$ cat config.mk
export PLATFORM = sky130hd
export DESIGN_NAME = chi_lite_home_ctrl
export DESIGN_NICKNAME = d
export VERILOG_FILES = /design/src/rtl/chi_lite_pkg.sv /design/src/rtl/chi_lite_lsb_find.sv /design/src/rtl/chi_lite_home_ctrl.sv
export SDC_FILE = /design/constraint.sdc
export NUM_CORES = 1
export LEC_CHECK = 0
export ABC_CLOCK_PERIOD_IN_PS = 9800
export CAP_MARGIN = 40
export CELL_PAD_IN_SITES_DETAIL_PLACEMENT = 1
export CELL_PAD_IN_SITES_GLOBAL_PLACEMENT = 1
export CORE_MARGIN = 2
export CORE_UTILIZATION = 41
export DETAILED_ROUTE_END_ITERATION = 7
export GPL_ROUTABILITY_DRIVEN = 1
export PLACE_DENSITY_LB_ADDON = 0.1
export SETUP_SLACK_MARGIN = 0.15
export SYNTH_ARGS = -nofsm -noshare
export SYNTH_HDL_FRONTEND = slang
export SYNTH_SLANG_ARGS = --single-unit
$ cat constraint.sdc
create_clock -name clk -period 9.8 [get_ports clk]
set_clock_uncertainty 0.1 [all_clocks]
set_input_delay 1.96 -clock clk [delete_from_list [all_inputs] [get_ports clk]]
set_output_delay 1.96 -clock clk [all_outputs]
set_load 0.02 [all_outputs]
$ cat src/rtl/chi_lite_pkg.sv
// rtl/chi_lite_pkg.sv - shared types for the CHI-lite home-node controller
package chi_lite_pkg;

  localparam int NODE_W = 6;

  typedef enum logic [7:0] {
    DIR_I  = 8'd0,
    DIR_S  = 8'd1,
    DIR_UC = 8'd2
  } dir_state_e;

  typedef enum logic [1:0] {
    REQ_READ_SHARED = 2'd0,
    REQ_READ_UNIQUE = 2'd1,
    REQ_EVICT       = 2'd2,
    REQ_RSVD        = 2'd3
  } req_op_e;

  typedef enum logic {
    SNP_SHARED = 1'b0,
    SNP_UNIQUE = 1'b1
  } snp_op_e;

  typedef enum logic [1:0] {
    RSP_COMP_DATA_SC = 2'd0,
    RSP_COMP_DATA_UC = 2'd1,
    RSP_COMP         = 2'd2,
    RSP_ERR          = 2'd3
  } rsp_op_e;

  typedef enum logic [2:0] {
    ST_IDLE,
    ST_LOOKUP,
    ST_SNOOP,
    ST_WAIT_SRSP,
    ST_UPDATE,
    ST_RESPOND
  } ctrl_state_e;

  // Unknown encodings in the directory are treated as invalid lines.
  function automatic dir_state_e dir_decode(input logic [7:0] raw);
    case (raw)
      8'd1:    dir_decode = DIR_S;
      8'd2:    dir_decode = DIR_UC;
      default: dir_decode = DIR_I;
    endcase
  endfunction

endpackage

$ cat src/rtl/chi_lite_lsb_find.sv
// rtl/chi_lite_lsb_find.sv - lowest-set-bit finder over the sharer vector
module chi_lite_lsb_find #(
  parameter int NODES = 64,
  parameter int IDX_W = 6
) (
  input  logic [NODES-1:0] vec,
  output logic [IDX_W-1:0] idx,
  output logic             found
);

  always_comb begin
    idx   = '0;
    found = 1'b0;
    for (int i = NODES - 1; i >= 0; i--) begin
      if (vec[i]) begin
        idx   = IDX_W'(i);
        found = 1'b1;
      end
    end
  end

endmodule

$ cat src/rtl/chi_lite_home_ctrl.sv
// rtl/chi_lite_home_ctrl.sv - home-node controller: directory lookup, serial snoops, write-back, completion
module chi_lite_home_ctrl
  import chi_lite_pkg::*;
#(
  parameter int LINES = 1024,
  parameter int NODES = 64
) (
  input  logic              clk,
  input  logic              rst_n,
  input  logic              req_valid,
  output logic              req_ready,
  input  logic [1:0]        req_op,
  input  logic [NODE_W-1:0] req_src,
  input  logic [31:0]       req_index,
  output logic              snp_valid,
  input  logic              snp_ready,
  output logic              snp_op,
  output logic [NODE_W-1:0] snp_tgt,
  output logic [31:0]       snp_index,
  input  logic              snprsp_valid,
  input  logic [NODE_W-1:0] snprsp_src,
  output logic              rsp_valid,
  input  logic              rsp_ready,
  output logic [1:0]        rsp_op,
  output logic [NODE_W-1:0] rsp_tgt,
  output logic [31:0]       rsp_index,
  output logic              dir_rd_en,
  output logic              dir_wr_en,
  output logic [31:0]       dir_index,
  output logic [7:0]        dir_state_in,
  output logic [NODES-1:0]  dir_sharers_in,
  input  logic [7:0]        dir_state_out,
  input  logic [NODES-1:0]  dir_sharers_out,
  output logic              busy
);

  ctrl_state_e       state_q, state_d;
  req_op_e           op_q;
  logic [NODE_W-1:0] src_q;
  logic [31:0]       index_q;
  logic [NODES-1:0]  mask_q, mask_d;
  dir_state_e        new_state_q;
  logic [NODES-1:0]  new_sharers_q;
  rsp_op_e           rsp_op_q;
  snp_op_e           snp_op_q;
  logic [NODE_W-1:0] snp_tgt_q;

  logic [NODES-1:0]  src_oh, tgt_oh;
  dir_state_e        cur_state, lk_state;
  logic [NODES-1:0]  lk_mask, lk_sharers;
  rsp_op_e           lk_rsp;
  snp_op_e           lk_snp;
  logic              lk_err;
  logic              srsp_hit;
  logic [NODE_W-1:0] next_tgt;
  logic              next_found;

  assign src_oh   = NODES'(1) << src_q;
  assign tgt_oh   = NODES'(1) << snp_tgt_q;
  assign srsp_hit = snprsp_valid && (snprsp_src == snp_tgt_q);

  // Transition rules evaluated against the combinational directory read in LOOKUP.
  always_comb begin
    cur_state  = dir_decode(dir_state_out);
    lk_err     = (index_q >= 32'(LINES)) || (op_q == REQ_RSVD);
    lk_mask    = '0;
    lk_state   = cur_state;
    lk_sharers = dir_sharers_out;
    lk_rsp     = RSP_ERR;
    lk_snp     = SNP_SHARED;
    case (op_q)
      REQ_READ_SHARED: begin
        if (cur_state == DIR_UC && dir_sharers_out == src_oh) begin
          lk_rsp = RSP_COMP_DATA_UC;
        end else begin
          if (cur_state == DIR_UC) lk_mask = dir_sharers_out;
          lk_state   = DIR_S;
          lk_sharers = dir_sharers_out | src_oh;
          lk_rsp     = RSP_COMP_DATA_SC;
        end
      end
      REQ_READ_UNIQUE: begin
        lk_mask    = dir_sharers_out & ~src_oh;
        lk_snp     = SNP_UNIQUE;
        lk_state   = DIR_UC;
        lk_sharers = src_oh;
        lk_rsp     = RSP_COMP_DATA_UC;
      end
      REQ_EVICT: begin
        lk_sharers = dir_sharers_out & ~src_oh;
        lk_state   = (lk_sharers == '0) ? DIR_I : cur_state;
        lk_rsp     = RSP_COMP;
      end
      default: ;
    endcase
    if (lk_err) begin
      lk_mask = '0;
      lk_rsp  = RSP_ERR;
    end
  end

  always_comb begin
    mask_d = mask_q;
    if (state_q == ST_LOOKUP) begin
      mask_d = lk_mask;
    end else if (state_q == ST_WAIT_SRSP && srsp_hit) begin
      mask_d = mask_q & ~tgt_oh;
    end
  end

  chi_lite_lsb_find #(
    .NODES(NODES),
    .IDX_W(NODE_W)
  ) u_lsb_find (
    .vec  (mask_d),
    .idx  (next_tgt),
    .found(next_found)
  );

  always_ff @(posedge clk or negedge rst_n) begin
    if (!rst_n) state_q <= ST_IDLE;
    else        state_q <= state_d;
  end

  always_comb begin
    state_d   = state_q;
    req_ready = 1'b0;
    snp_valid = 1'b0;
    rsp_valid = 1'b0;
    dir_rd_en = 1'b0;
    dir_wr_en = 1'b0;
    busy      = (state_q != ST_IDLE);
    case (state_q)
      ST_IDLE: begin
        req_ready = 1'b1;
        if (req_valid) state_d = ST_LOOKUP;
      end
      ST_LOOKUP: begin
        dir_rd_en = 1'b1;
        if (lk_err)          state_d = ST_RESPOND;
        else if (next_found) state_d = ST_SNOOP;
        else                 state_d = ST_UPDATE;
      end
      ST_SNOOP: begin
        snp_valid = 1'b1;
        if (snp_ready) state_d = ST_WAIT_SRSP;
      end
      ST_WAIT_SRSP: begin
        if (srsp_hit) state_d = next_found ? ST_SNOOP : ST_UPDATE;
      end
      ST_UPDATE: begin
        dir_wr_en = 1'b1;
        state_d   = ST_RESPOND;
      end
      ST_RESPOND: begin
        rsp_valid = 1'b1;
        if (rsp_ready) state_d = ST_IDLE;
      end
      default: state_d = ST_IDLE;
    endcase
  end

  always_ff @(posedge clk or negedge rst_n) begin
    if (!rst_n) begin
      op_q          <= REQ_READ_SHARED;
      src_q         <= '0;
      index_q       <= '0;
      mask_q        <= '0;
      new_state_q   <= DIR_I;
      new_sharers_q <= '0;
      rsp_op_q      <= RSP_COMP_DATA_SC;
      snp_op_q      <= SNP_SHARED;
      snp_tgt_q     <= '0;
    end else begin
      mask_q <= mask_d;
      if (state_q == ST_IDLE && req_valid) begin
        op_q    <= req_op_e'(req_op);
        src_q   <= req_src;
        index_q <= req_index;
      end
      if (state_q == ST_LOOKUP) begin
        new_state_q   <= lk_state;
        new_sharers_q <= lk_sharers;
        rsp_op_q      <= lk_rsp;
        snp_op_q      <= lk_snp;
      end
      // Target only moves on entry to SNOOP, so it is stable while snp_valid waits.
      if (state_d == ST_SNOOP) snp_tgt_q <= next_tgt;
    end
  end

  assign snp_op         = snp_op_q;
  assign snp_tgt        = snp_tgt_q;
  assign snp_index      = index_q;
  assign rsp_op         = rsp_op_q;
  assign rsp_tgt        = src_q;
  assign rsp_index      = index_q;
  assign dir_index      = index_q;
  assign dir_state_in   = new_state_q;
  assign dir_sharers_in = new_sharers_q;

endmodule

## After elaboration in Yosys (flattened, before gate mapping)

Index checks and enable logic that the tools add are counted.

- Register bits: 188
- Latch bits: 0
- RAM bits: 0
- Bits in read-only memories: 0
- Input bits: 124
- Output and inout bits: 189
- Memories kept: 0

- Add/sub/neg operators: 0
- Multipliers: 0
- Div/mod/pow operators: 0
- Magnitude comparators: 1
- Equal/unequal tests: 14
- Shift operators: 2
- Mux-type cells: 156
- Bitwise logic cells: 5
- Reductions and logical operators: 9

Operators by type and width:

| operator | count |
|---|---|
| 6-bit two-way mux | 64 |
| 64-bit two-way mux | 6 |
| 64-bit case mux with 3 select lines | 1 |
| 64-bit AND | 2 |
| 64-bit inverter | 2 |
| 64-bit case mux with 2 select lines | 1 |
| 1-bit by 6-bit left shift with 64-bit output, first input constant | 2 |
| 1-bit two-way mux | 71 |
| 64-bit == test | 1 |
| 64-bit logical NOT | 1 |
| 64-bit bitwise OR | 1 |
| 32-bit by 11-bit >= comparator with 1-bit output, second input constant | 1 |
| 8-bit case mux with 3 select lines | 1 |
| 3-bit two-way mux | 6 |
| 3-bit case mux with 6 select lines | 1 |
| 8-bit by 2-bit == test with 1-bit output, second input constant | 2 |
| 3-bit by 2-bit == test with 1-bit output, second input constant | 3 |
| 8-bit by 1-bit == test with 1-bit output, second input constant | 1 |
| 8-bit two-way mux | 1 |
| 3-bit == test, second input constant | 2 |
| 6-bit == test | 1 |
| 2-bit case mux with 3 select lines | 1 |
| 2-bit == test, second input constant | 2 |
| 1-bit logical AND | 4 |
| 8 further kinds | 9 |

## Logic depth before layout (Yosys ltp)

- Depth in word-level cells: 76
- Gate-level depth with buffers: 23
- Depth with buffers taken out: 17

## Modules after synthesis

Synthesis repeated with hierarchy kept, for this count alone.

- Cell total of the unflattened synthesis: 1816
- Area total of the unflattened synthesis: 14924.3 um2

Modules (own cells, without submodules):

| module | instances | cells each | area an instance (um2) | seq. area each (um2) |
|---|---|---|---|---|
| chi_lite_home_ctrl | 1 | 1676 | 14161.1 | 4554.4 |
| chi_lite_lsb_find | 1 | 140 | 763.2 | 0.0 |

## Least setup slack after synthesis

OpenSTA, ideal clock, no wires.

- Path type: input port to flip-flop
- Start: in dir_sharers_out[0]
- End: reg snp_tgt_q[1] (netlist: snp_tgt[1])
- Library setup time: 0.125 ns
- Arrival time: 5.711 ns
- Setup slack: 3.864 ns
- Stages: 17
- Path buffers: 3
- Cells stage by stage: inv_1 -> ha_1 -> nor4_1 -> nand4_1 -> or4_1 -> buf_2 -> and3_1 -> buf_6 -> a221oi_2 -> inv_2 -> or4_4 -> nor4_4 -> and4b_1 -> nand2_2 -> a31o_1 -> buf_6 -> mux2_4

- Elaborated cells on any way between the ends: 141
- Classes of those cells: eq/ne: 2; mux: 137; bitwise: 1; reduce/logical: 1

RTL lines:

| what | line | source |
|---|---|---|
| from (decl) | chi_lite_home_ctrl.sv:33 | `input logic [NODES-1:0] dir_sharers_out,` |
| 64-bit == test (*) | chi_lite_home_ctrl.sv:73 | `if (cur_state == DIR_UC && dir_sharers_out == src_oh) begin` |
| 1-bit logical AND (*) | chi_lite_home_ctrl.sv:73 |  |
| 64-bit two-way mux (*) | chi_lite_home_ctrl.sv:73 |  |
| 64-bit case mux with 2 select lines (*) | chi_lite_home_ctrl.sv:71 | `case (op_q)` |
| 64-bit two-way mux (*) | chi_lite_home_ctrl.sv:96 | `if (lk_err) begin` |
| 64-bit two-way mux (*) | chi_lite_home_ctrl.sv:104 | `if (state_q == ST_LOOKUP) begin` |
| named net mask_d[1] | chi_lite_home_ctrl.sv:41 | `logic [NODES-1:0] mask_q, mask_d;` |
| 1-bit two-way mux (2 in a row) | chi_lite_lsb_find.sv:15 | `if (vec[i]) begin` |
| 3-bit two-way mux | chi_lite_home_ctrl.sv:141, chi_lite_home_ctrl.sv:149 |  |
| 3-bit two-way mux (on tied branches) | chi_lite_home_ctrl.sv:149, chi_lite_home_ctrl.sv:140 |  |
| 3-bit case mux with 6 select lines | chi_lite_home_ctrl.sv:133 | `case (state_q)` |
| 3-bit by 2-bit == test with 1-bit output | chi_lite_home_ctrl.sv:188 | `if (state_d == ST_SNOOP) snp_tgt_q <= next_tgt;` |
| to (signal assigned) | chi_lite_home_ctrl.sv:188 |  |
| to (decl) | chi_lite_home_ctrl.sv:46 | `logic [NODE_W-1:0] snp_tgt_q;` |

The timed path passes the listed nets; every way through them passes the cells marked *.
A chain may end at the register's enable or synchronous reset.

## Worst setup path after layout

- Start: in dir_sharers_out[50]
- End: reg snp_tgt_q[1] (netlist: snp_tgt[1])

- Elaborated cells on any way between the ends: 141
- Classes of those cells: eq/ne: 2; mux: 137; bitwise: 1; reduce/logical: 1

RTL lines:

| what | line |
|---|---|
| 64-bit == test (*) | chi_lite_home_ctrl.sv:73 |
| 1-bit logical AND (*) | chi_lite_home_ctrl.sv:73 |
| 64-bit two-way mux (*) | chi_lite_home_ctrl.sv:73 |
| 64-bit case mux with 2 select lines (*) | chi_lite_home_ctrl.sv:71 |
| 64-bit two-way mux (*) | chi_lite_home_ctrl.sv:96 |
| 64-bit two-way mux (*) | chi_lite_home_ctrl.sv:104 |
| named net mask_d[10] | chi_lite_home_ctrl.sv:41 |
| 1-bit two-way mux (11 in a row) | chi_lite_lsb_find.sv:15 |
| 3-bit two-way mux | chi_lite_home_ctrl.sv:141, chi_lite_home_ctrl.sv:149 |
| 3-bit two-way mux (on tied branches) | chi_lite_home_ctrl.sv:149, chi_lite_home_ctrl.sv:140 |
| 3-bit case mux with 6 select lines | chi_lite_home_ctrl.sv:133 |
| 3-bit by 2-bit == test with 1-bit output | chi_lite_home_ctrl.sv:188 |

Marks and branches as above.

==> impl_metrics.py <==
metrics = {
    "global_routing": {
        "grt_pass1_vias": 14980,
        "grt_pass1_wl_um": 93220,
        "antenna_found_initial": 4,
        "grt_max_degree": 88,
        "groute.usage.overall": 0.3399,
        "grt_overflow": 0,
    },
    "timing": {
        "timing.fmax_mhz": 130.2,
        "hold_viol_final": 0,
        "setup_ws_ps": 2119,
        "tightest_slew_ps": 994.3,
        "final.period_utilization": 0.7838,
        "period_needed_ps": 7681,
        "rsz0062_at_grt": "no",
        "setup_viol": 0,
        "slew_headroom": 0.3310,
        "drv_slew": 0,
        "fin_setup_tns_ps": 0,
    },
    "die": {
        "start_util": 0.4172,
        "core.rowCount": 68,
        "core_area_um2": 34630,
        "die_y_um": 191.7,
        "die_area_um2": 36760,
        "io_pins": 313,
        "die_w_um": 191.7,
    },
    "logic_synthesis": {
        "syn_area_um2": 14450,
        "async_flop_share": 1.000,
        "synthCells": 1814,
        "seq_area_frac_synth": 0.3152,
        "yosysWarningCount": 0,
        "synth-seq-cells": 182,
        "synth-edff-count": 0,
        "synth_cell_types": 80,
        "syn_avg_cell_area_um2": 7.965,
        "synth_ff_type": "dfrtp_1",
    },
    "cts": {
        "cts_setup_buffers": 0,
        "clock-root-buffer": "clkbuf_16",
        "clk_latency_ps": 470,
        "cts.htree.levels": 4,
        "cts_tree": "built",
        "clock_sinks": 182,
        "clk_pin_slew_ps": 80,
        "max-clock-path-buffers": 2,
        "ctsResizeCount": 0,
        "cts_buffers": 17,
        "holdBufCountCts": 0,
    },
    "detailed_routing": {
        "wirelength_um": 61940,
        "dr.max_layer_used": "met5",
        "ant_nets": 0,
        "wire_per_inst_um": 25.21,
        "first_pass_iters": 5,
        "num_vias": 14710,
        "met1_length_um": 25550,
        "via_per_inst": 5.987,
        "met3WireLength_um": 3768,
        "wl_met2_um": 30140,
        "drc": 0,
        "drt_iter0_drc": 1007,
    },
    "worst_setup_path": {
        "slowest_delay_ps": 770,
        "critical-path-top-delay-family": "simple AND/OR/NAND/NOR gates",
        "cp.arrival_ps": 7940,
        "r2r_cells": 17,
        "cp_num_buf_inv": 3,
        "path_cells": "clkdlybuf4s50_1 -> inv_1 -> ha_1 -> nor4_1 -> nand4_1 -> or4_1 -> nand3_2 -> buf_4 -> o211ai_1 -> or4_1 -> nor4_4 -> and4b_1 -> nand2_2 -> a31o_1 -> mux2_4",
        "crit_top_cell": "or4_1",
        "r2r_start": "rsp_tgt[0]",
        "worstPathMaxFanout": 23,
        "start_kind": "input pin",
        "cp.required_ps": 10060,
        "worst-setup-path-type": "input pin to flip-flop",
        "slowest_stage": "nor4_1",
        "r2r_setup_slack_ps": 2470,
        "r2r-end": "snp_tgt[1]",
        "endpoint_kind": "flip-flop",
    },
    "placed_design": {
        "gp_congestion": 1.011,
        "io_buffer_count": 306,
        "hpwl_um": 47800,
        "place_ws_ps": 1793,
    },
    "finish": {
        "drive_above_1_share": 0.07143,
        "nets": 2241,
        "antenna_cells": 0,
        "area_growth_pct": 24.73,
    },
    "flow_run": {
        "cap_violations": 0,
    },
    "worst_hold_path": {
        "whs_path_depth": 2,
        "holdPathEnd": "dir_sharers_in[58]",
        "hold_start": "dir_sharers_in[58]",
        "worstHoldPathType": "flip-flop to flip-flop",
    },
    "outcome": {
        "status": "complete, no violations",
    },
    "power": {
        "ir_worst_vdd_v": 0.0001350,
        "power.density_nw_per_um2": 91.26,
        "leakage_nw": 7.511,
    },
}
==> registers in the layout, indices dropped and copies added (netlist names) <==
name / count
snp_tgt: 6
dir_state_in: 2
rsp_op: 2
state_q: 3
rsp_tgt: 6
mask_q: 64
snp_op: 1
dir_index: 32
dir_sharers_in: 64
op_q: 2
==> cell usage after synthesis, types with 5 or more instances <==
library cell  instances  share of area
dfrtp_1             182           0.32
nand2b_1             13         0.0056
nand2_1             370          0.096
inv_1                88          0.023
nand3_1              32          0.011
buf_4                72          0.037
xor2_1                6         0.0036
nor3_1               17         0.0059
nor2b_1              13         0.0056
a31oi_1              15         0.0065
a21oi_1              45          0.016
o21ai_0             262          0.091
and2_1               15         0.0065
nor2_1               62          0.016
or4_1                 6         0.0031
o211ai_1             89          0.046
a221oi_1             10         0.0061
a21o_1                6         0.0031
buf_2                11         0.0038
a211oi_1              5         0.0026
and3_1                5         0.0022
mux2_2               39          0.030
a22oi_1              14         0.0073
clkbuf_1            103          0.027
o31a_1                5         0.0030
mux4_2                7          0.011
nor4_1               63          0.027
a221o_1               9         0.0062
nand4_1              18         0.0078
ha_1                128           0.11
==> area by class of cell <==
class	count	area, um^2
fillers	4161	16610
inverters	92	345.3
clock buffers	22	464.2
clock inverters	10	95.09
flip-flops and latches	182	4562
well taps	455	569.3
multi-input cells	1351	8541
repair buffers	345	3443
==> layout by cell type, fill, tap and decap left out, types with 13 or more instances in the layout <==
master	count
inv_1	88
nand2_1	370
mux2_2	39
nor3_1	17
o211ai_1	89
a31oi_1	15
nand4_1	18
dfrtp_1	180
nand3_1	31
a22oi_1	14
clkbuf_16	17
and2_1	14
ha_1	128
nand2b_1	13
clkdlybuf4s50_1	305
nor2_1	62
nor4_1	62
o21ai_0	262
buf_4	29
nor2b_1	13
a21oi_1	45
==> through the flow <==
stage	hold WS, ps	power, W	util	std cells	cell area [um^2]
after floorplan	402.5	0.0008352	-	1819	14470
after global placement	361.0	0.0009462	0.4981	2408	17250
after detailed placement	369.5	0.0009532	0.5040	2424	17450
after CTS	384.8	0.001654	0.5202	2456	18010
after global routing	413.0	0.001694	0.5204	2457	18020
final	381.5	0.001644	0.5204	2457	18020
==> worst register-to-register path, stage by stage (launching register included) <==
cell	delay, ps
dfrtp_1	500
and2_1	560
buf_4	280
and2_1	320
nand2_1	170
ha_1	320
nor4_1	810
nand4_1	200
or4_1	690
nand3_2	470
buf_4	390
o211ai_1	240
or4_1	640
nor4_4	370
and4b_1	350
nand2_2	130
a31o_1	350
mux2_4	340
==> per-layer routing <==
layer	vias up	GRT usage
met4	8	0.1438
met1	7385	0.4269
met3	131	0.06158
met5	-	0
li1	6709	-
met2	477	0.5723
==> worst max path at each step <==
stage | end | slack, ps | startpoint | cells past startpoint
3_3_place_gp | snp_tgt[1] | 1740 | dir_sharers_out[53] | 15
5_1_grt | snp_tgt[1] | 2100 | dir_sharers_out[33] | 15
3_5_place_dp | snp_tgt[3] | 1790 | dir_sharers_out[33] | 15
2_1_floorplan | snp_tgt[1] | 3860 | dir_sharers_out[0] | 17
4_1_cts | snp_tgt[1] | 2270 | dir_sharers_out[33] | 15
6_report | snp_tgt[1] | 2120 | dir_sharers_out[50] | 15
==> cells by family after synthesis <==
kind of cell,Yosys count,synth area share
simple gates,650,0.2106
compound gates,510,0.2178
buf+inv,286,0.09613
flops,182,0.3152
fa+ha+maj,128,0.1109
mux,51,0.04547
xor+xnor,6,0.003637
other cells,1,0.0002596
==> power breakdown <==
part | switching [W] | internal [W] | leakage (nW)
Clock | 0.000338 | 0.000365 | 0.271
Sequential | 0.00000216 | 0.000752 | 2.06
Combinational | 0.000106 | 0.0000809 | 5.18
(Power assumes the default switching activity.)
